==> config.mk <==
export PLATFORM = sky130hd
export DESIGN_NAME = countdown_timer_flat
export DESIGN_NICKNAME = d
export VERILOG_FILES = /design/src/rtl/countdown_timer_pkg.sv /design/src/rtl/countdown_timer_if.sv /design/src/rtl/countdown_timer_down_counter_ld.sv /design/src/rtl/countdown_timer.sv /design/src/flat_wrapper.sv
export SDC_FILE = /design/constraint.sdc
export NUM_CORES = 1
export LEC_CHECK = 0
export CORE_MARGIN = 3
export CORE_UTILIZATION = 40
export CTS_CLUSTER_SIZE = 30
export DETAILED_ROUTE_END_ITERATION = 8
export PLACE_DENSITY = 0.75
export SYNTH_ARGS = -nofsm -noshare
export SYNTH_HDL_FRONTEND = slang
export SYNTH_SLANG_ARGS = --single-unit
==> constraint.sdc <==
create_clock -name clk -period 2.6 [get_ports clk]
set_clock_uncertainty 0.1 [all_clocks]
set_input_delay 0.26 -clock clk [delete_from_list [all_inputs] [get_ports clk]]
set_output_delay 0.26 -clock clk [all_outputs]
set_load 0.03 [all_outputs]
==> src/rtl/countdown_timer_pkg.sv <==
// countdown_timer shared types.
// State encoding and width defaults for the timer slice.
package countdown_timer_pkg;

    typedef enum logic {
        ST_IDLE = 1'b0,
        ST_RUN  = 1'b1
    } state_e;

    localparam int DEF_WIDTH = 8;

endpackage

==> src/rtl/countdown_timer_if.sv <==
// countdown_timer command/status bundle.
// master drives commands, slave is the timer.
interface countdown_timer_if #(
    parameter int WIDTH = 8
);
    logic             i_start;
    logic             i_stop;
    logic             i_en;
    logic             i_reload;
    logic [WIDTH-1:0] i_load_val;
    logic [WIDTH-1:0] o_cnt;
    logic             o_busy;
    logic             o_done;

    modport master (
        output i_start,
        output i_stop,
        output i_en,
        output i_reload,
        output i_load_val,
        input  o_cnt,
        input  o_busy,
        input  o_done
    );

    modport slave (
        input  i_start,
        input  i_stop,
        input  i_en,
        input  i_reload,
        input  i_load_val,
        output o_cnt,
        output o_busy,
        output o_done
    );
endinterface

==> src/rtl/countdown_timer_down_counter_ld.sv <==
// Loadable down-counter with async clear.
// Load wins over decrement; never steps below zero.
module down_counter_ld #(
    parameter int WIDTH = 8
) (
    input  logic             clk,
    input  logic             rst_n,
    input  logic             load,
    input  logic [WIDTH-1:0] load_val,
    input  logic             dec,
    output logic [WIDTH-1:0] cnt,
    output logic             is_one
);

    always_ff @(posedge clk or negedge rst_n) begin
        if (!rst_n) begin
            cnt <= '0;
        end else if (load) begin
            cnt <= load_val;
        end else if (dec && cnt != '0) begin
            cnt <= cnt - WIDTH'(1);
        end
    end

    assign is_one = (cnt == WIDTH'(1));

endmodule

==> src/rtl/countdown_timer.sv <==
// countdown_timer top: IDLE/RUN FSM, reload/mode regs, done flop.
// Counter datapath lives in down_counter_ld.
module countdown_timer
    import countdown_timer_pkg::*;
#(
    parameter int WIDTH = DEF_WIDTH
) (
    input  logic                 clk,
    input  logic                 i_rst_n,
    countdown_timer_if.slave     bus
);

    state_e           state_q;
    state_e           state_d;
    logic [WIDTH-1:0] reload_q;
    logic             mode_q;
    logic             done_q;
    logic             done_d;

    logic             ld;
    logic [WIDTH-1:0] ld_val;
    logic             dec;
    logic [WIDTH-1:0] cnt;
    logic             is_one;

    logic             run;
    logic             stop;
    logic             go;
    logic             tick;
    logic             zero_ld;

    // Mutually exclusive command terms encode stop > start > tick.
    assign run     = (state_q == ST_RUN);
    assign stop    = bus.i_stop;
    assign go      = bus.i_start & ~bus.i_stop;
    assign tick    = run & bus.i_en & ~bus.i_start & ~bus.i_stop;
    assign zero_ld = (bus.i_load_val == '0);

    always_comb begin
        state_d = state_q;
        done_d  = 1'b0;
        ld      = 1'b0;
        ld_val  = bus.i_load_val;
        dec     = 1'b0;
        unique case (1'b1)
            stop: begin
                state_d = ST_IDLE;
            end
            go: begin
                ld      = 1'b1;
                done_d  = zero_ld;
                state_d = zero_ld ? ST_IDLE : ST_RUN;
            end
            tick: begin
                dec = 1'b1;
                if (is_one) begin
                    done_d = 1'b1;
                    if (mode_q) begin
                        ld     = 1'b1;
                        ld_val = reload_q;
                    end else begin
                        state_d = ST_IDLE;
                    end
                end
            end
            default: ;
        endcase
    end

    always_ff @(posedge clk or negedge i_rst_n) begin
        if (!i_rst_n) begin
            state_q <= ST_IDLE;
            done_q  <= 1'b0;
        end else begin
            state_q <= state_d;
            done_q  <= done_d;
        end
    end

    always_ff @(posedge clk or negedge i_rst_n) begin
        if (!i_rst_n) begin
            reload_q <= '0;
            mode_q   <= 1'b0;
        end else if (go) begin
            reload_q <= bus.i_load_val;
            mode_q   <= bus.i_reload;
        end
    end

    down_counter_ld #(
        .WIDTH (WIDTH)
    ) u_cnt (
        .clk      (clk),
        .rst_n    (i_rst_n),
        .load     (ld),
        .load_val (ld_val),
        .dec      (dec),
        .cnt      (cnt),
        .is_one   (is_one)
    );

    assign bus.o_cnt  = cnt;
    assign bus.o_busy = run;
    assign bus.o_done = done_q;

endmodule

==> src/flat_wrapper.sv <==
// flat-port wrapper written by rule: the top's interface ports become plain ports
module countdown_timer_flat import countdown_timer_pkg::*;
#(
    parameter int WIDTH = DEF_WIDTH
)
  (clk, i_rst_n, bus_i_start, bus_i_stop, bus_i_en, bus_i_reload, bus_i_load_val, bus_o_cnt, bus_o_busy, bus_o_done);
  countdown_timer_if #(.WIDTH(WIDTH)) bus_i ();
  input  logic clk;
  input  logic i_rst_n;
  input wire logic [$bits(bus_i.i_start)-1:0] bus_i_start;
  input wire logic [$bits(bus_i.i_stop)-1:0] bus_i_stop;
  input wire logic [$bits(bus_i.i_en)-1:0] bus_i_en;
  input wire logic [$bits(bus_i.i_reload)-1:0] bus_i_reload;
  input wire logic [$bits(bus_i.i_load_val)-1:0] bus_i_load_val;
  output wire logic [$bits(bus_i.o_cnt)-1:0] bus_o_cnt;
  output wire logic [$bits(bus_i.o_busy)-1:0] bus_o_busy;
  output wire logic [$bits(bus_i.o_done)-1:0] bus_o_done;
  assign bus_i.i_start = bus_i_start;
  assign bus_i.i_stop = bus_i_stop;
  assign bus_i.i_en = bus_i_en;
  assign bus_i.i_reload = bus_i_reload;
  assign bus_i.i_load_val = bus_i_load_val;
  assign bus_o_cnt = bus_i.o_cnt;
  assign bus_o_busy = bus_i.o_busy;
  assign bus_o_done = bus_i.o_done;
  countdown_timer #(.WIDTH(WIDTH)) u_core (.clk(clk), .i_rst_n(i_rst_n), .bus(bus_i));
endmodule
* Word level (Yosys, flattened, before mapping)
Cells that the tools add are included.
** Word-level totals
- Input bits :: 14
- Register bits :: 19
** Operators by class
- Mux-type cells :: 15
- Reductions and logical operators :: 6
- Add/subtract/negate cells :: 1
- Equality and inequality tests :: 3
- Bitwise logic cells :: 6
** Operators with widths (count)
- $mux 8 :: 5
- $eq 8x1->1 const B :: 1
- $logic_not 8->1 :: 1
- $reduce_bool 8->1 :: 1
- $sub 8x1->8 const B :: 1
- $mux 1 :: 7
- $and 1x1->1 :: 4
- $pmux 1 s2 :: 2
- $pmux 1 s3 :: 1
- $reduce_and 3->1 :: 1
- $reduce_bool 3->1 :: 1
- $ne 2x1->1 const B :: 1
- $ne 2x2->1 const B :: 1
- $not 1->1 :: 2
- $reduce_bool 2->1 :: 1
- $logic_and 1x1->1 :: 1

* Longest topological paths before layout
- Depth in word-level cells :: 7
- Depth in mapped cells :: 7
- Depth with buffers taken out :: 6

* Cells and area by module
A second synthesis with hierarchy kept.
** Second synthesis, totals
- Cells, all modules :: 107
- Area, all modules :: 1163.6 µm²
** By module, submodules not included
- countdown_timer :: cells an instance 43, instances 1, area an instance 589.3 µm², seq. area each 275.3 µm²
- down_counter_ld :: cells an instance 64, instances 1, area an instance 574.3 µm², seq. area each 200.2 µm²

* Least setup slack after synthesis
Ideal clock, no wire load.
- Kind :: register -> register
- Start :: reg u_core.u_cnt.cnt[1]
- End :: reg u_core.u_cnt.cnt[1]
- Cell stages (with the launch flop) :: 8
- Setup slack :: 112 ps
- Arrival :: 2285 ps
- Data required time :: 2396 ps
- Cell sequence :: dfrtp_1 > inv_1 > ha_1 > or4b_4 > or4_1 > buf_6 > and3_4 > o41ai_2
** Between the ends
- Word-level cells in the longest chain between the ends :: 4
- Elaborated cells between the ends (all ways) :: 11
- Classes of those cells :: add/sub: 1; eq/ne: 1; mux: 6; reduce/logical: 3
** RTL lines
- start, declared :: RTL line countdown_timer_down_counter_ld.sv:11 : output logic [WIDTH-1:0] cnt,
- start signal, assigned :: RTL line countdown_timer_down_counter_ld.sv:19 : cnt <= load_val;
- start signal, assigned :: RTL line countdown_timer_down_counter_ld.sv:21 : cnt <= cnt - WIDTH'(1);
- parallel branches: the longest is 4 deep, another holds $sub 8x1->8
Parallel ways; which one is timed is not known. The select of a mux whose other input is x is not followed.
A chain may end at the register's enable or synchronous reset.

* Worst setup path in the final report
- Start :: reg u_core.u_cnt.cnt[1]
- End :: reg u_core.u_cnt.cnt[6]
The elaborated chain is that of the path after synthesis.

==> run_results.csv <==
group,metric,value,unit
status,status,"complete, no violations",
route,finalWirelength,3.01,mm
timing,max_clock_freq,406,MHz
final_layout,syn_to_final_growth,28.6,%
yosys,synth_top_family_by_area,"simple AND/OR/NAND/NOR gates",
timing,setup_violations,0,
timing,rsz0062_at_grt,"false",
timing,hold_violations,0,
yosys,syn_area_per_cell,8.91,µm²
placed_design,place_area,1450,µm²
floorplan,die_area,3550,µm²
final_layout,multiInputGateArea,616,µm²
clock_tree,cts_resized,0,
yosys,synth.distinct_cells,45,
setup_path,cp_slowest_cell,"or4_1",
setup_path,r2r_start,"u_core.u_cnt.cnt[1]",
final_layout,nNetsFinal,176,
route,vias,1139,
timing,fin_hold_ws,0.338,ns
yosys,async_flop_share,1.00,
setup_path,critPathArrivalTime,2.55,ns
clock_tree,cts.htree.levels,1,
clock_tree,cts_hold_buffers,0,
clock_tree,root_buffer,"clkbuf_4",
power,vdd_drop_max,0.000438,V
yosys,synth.largest_area_cell,"dfrtp_1",
yosys,synth_compound_area_frac,0.219,
placed_design,port_buffers,23,
setup_path,worstPathRequired,2.69,ns
yosys,synthXorXnorAreaFrac,0,
final_layout,antennaDiodeCount,0,
yosys,synth-simple-area-share,0.261,
final_layout,fin_util,0.566,
setup_path,crit_path_max_fanout,4,
placed_design,place.gp.congestion,1.00,
floorplan,core,2610,µm²
yosys,mappedNetlistNets,146,
yosys,muxShareOfSynthArea,0.0174,
yosys,yosysSeqAreaShare,0.413,
timing,min_period,2.46,ns
timing,layout_worst_path_cycle_share,0.947,
run,cap_violations,0,
setup_path,startpoint_type,"register",
yosys,synth_edf_count,0,
final_layout,stdcell_count,188,
power,leakage,0.641,nW
clock_tree,clockBufferDepth,2,
yosys,ys_seq_elements,19,
setup_path,r2r_cells,7,
clock_tree,cts_buffers,3,
yosys,netlist.area_leader.share,0.413,
placed_design,dpl.hpwl,2.32,mm
grt,first_global_vias,1103,
setup_path,crit_start,"u_core.u_cnt.cnt[1]",
clock_tree,clock_latency,0.29,ns
grt,antenna_found_initial,0,
floorplan,die_w,59.6,µm
yosys,synth_fa_ha_area_frac,0.0326,
yosys,synthTopCellsByArea,"dfrtp_1, nand2_1, ha_1",
grt,grt_max_degree,22,
setup_path,slowest_delay,0.49,ns
timing,finalMaxSlewViolations,0,
route,routed_via_density,6.06,
final_layout,seq_area,475,µm²
setup_path,critPathKind,"register to register",
clock_tree,postCtsSetupBuffers,0,
timing,relSlewSlack,0.432,
grt,grt_pass1_wl,4.95,mm
route,postRouteAntennaNets,0,
final_layout,drive_gt1_frac,0.114,
setup_path,path_cells,"inv_1 > ha_1 > or4b_4 > or4_1 > buf_4 > o22a_1 > a22o_1",
route,drt_iter0_drc,46,
grt,grtUsageTotal,0.187,
yosys,synthesis.area,1150,µm²
route,first_pass_iters,4,
route,drc,0,
timing,tightest_slew,0.849,ns
clock_tree,clkSinkCount,19,
power,pwr_density_cell,582,nW/µm²
yosys,synth_cells,129,
route,wl_per_cell,16.0,µm
floorplan,start_util,0.440,
floorplan,ios,24,
placed_design,dp.cells,184,
setup_path,cp-end-kind,"register",
floorplan,die_h,59.6,µm
clock_tree,cts_tree,"done",
hold_path,hold_path_class,"input port to asynchronous set/reset pin",
setup_path,ff2ff_setup_slack,0.14,ns
clock_tree,clk_pin_slew,0.11,ns
setup_path,rr_endpoint,"u_core.u_cnt.cnt[6]",
grt,grt.overflow.total,0,
timing,tns,0,ns
yosys,synth_flop_cell,"dfrtp_1",
final_layout,finalInstanceArea,1480,µm²
final_layout,fillerInstances,236,
floorplan,placementRows,18,
yosys,synth_warnings,0,
[cell usage in the layout (no fill, tap or decap), types with 2 or more instances in the layout]
master / instances
nor2_1: 7
nand2_1: 24
buf_4: 8
o22ai_1: 6
o21ai_0: 3
mux2i_1: 2
a21oi_1: 6
nand4_1: 2
a2111oi_0: 2
o221ai_1: 2
ha_1: 3
dfrtp_1: 19
nor4_1: 5
nand2b_1: 2
clkbuf_4: 3
inv_1: 9
a221oi_1: 2
clkdlybuf4s50_1: 23
nor3_1: 2
[layer usage]
layer	wire, µm	up-vias	track usage
li1	-	537	-
met1	1270	545	0.241
met2	1480	49	0.293
met3	212	8	0.0458
met4	56	0	0.0854
met5	0	-	0
[critical path, delay by kind of cell (launching register included)]
family	cells	cell delay, ns
AOI/OAI and AO/OA	2	0.42
adders and majority gates	1	0.18
and+or+nand+nor	2	0.97
buffers and inverters	2	0.29
DFF	1	0.39
[sequential cells by signal (all words and copies together), names as in the netlist]
register and cells:
u_core.reload_q 8, u_core.u_cnt.cnt 8, u_core.bus.o_busy 1, u_core.bus.o_done 1, u_core.mode_q 1
[power by group]
part | internal (mW) | leakage, nW | switching [mW]
registers | 0.337 | 0.227 | 0.0470
logic | 0.152 | 0.399 | 0.174
clock network | 0.0597 | 0.0150 | 0.0920
total | 0.549 | 0.641 | 0.313
[how the worst max path moves through the flow]
stage                           to  slack (ns)
3_3_place_gp   u_core.u_cnt.cnt[6]        0.20
6_report       u_core.u_cnt.cnt[6]        0.14
4_1_cts        u_core.u_cnt.cnt[6]        0.12
2_1_floorplan  u_core.u_cnt.cnt[1]        0.11
3_5_place_dp   u_core.u_cnt.cnt[6]        0.15
5_1_grt        u_core.u_cnt.cnt[4]        0.02
[cells by family (layout without fill, tap and decap cells)]
family                   after synthesis  after routing
buffers and inverters                 15             44
multiplexers                           2              2
AO/OA/AOI/OAI                         34             34
flip-flops                            19             19
AND/OR/NAND/NOR                       56             56
adder cells (fa/ha/maj)                3              3
[area by class of cell]
class | count | area share
clock buffers | 4 | 0.0178
multi-input cells | 95 | 0.416
flip-flops and latches | 19 | 0.321
repair buffers | 31 | 0.196
inverters | 9 | 0.0228
well taps | 30 | 0.0254
[through the flow]
stage / worst slack (ns) / total power [mW]
after floorplan: 0.112 / 0.572
after global placement: 0.197 / 0.697
after detailed placement: 0.146 / 0.708
after CTS: 0.117 / 0.861
after global routing: 0.0202 / 0.917
final: 0.139 / 0.861
[Yosys cell counts (2+ instances only)]
| master | n |
|---|---|
| nand2_1 | 24 |
| dfrtp_1 | 19 |
| inv_1 | 9 |
| nor2_1 | 7 |
| a21oi_1 | 6 |
| o22ai_1 | 6 |
| nor4_1 | 5 |
| clkbuf_1 | 4 |
| ha_1 | 3 |
| o21ai_0 | 3 |
| a2111oi_0 | 2 |
| a221oi_1 | 2 |
| mux2i_1 | 2 |
| nand2b_1 | 2 |
| nand4_1 | 2 |
| nor3_1 | 2 |
| nor4b_1 | 2 |
| o221ai_1 | 2 |
Power figures use the tool's default switching activity.
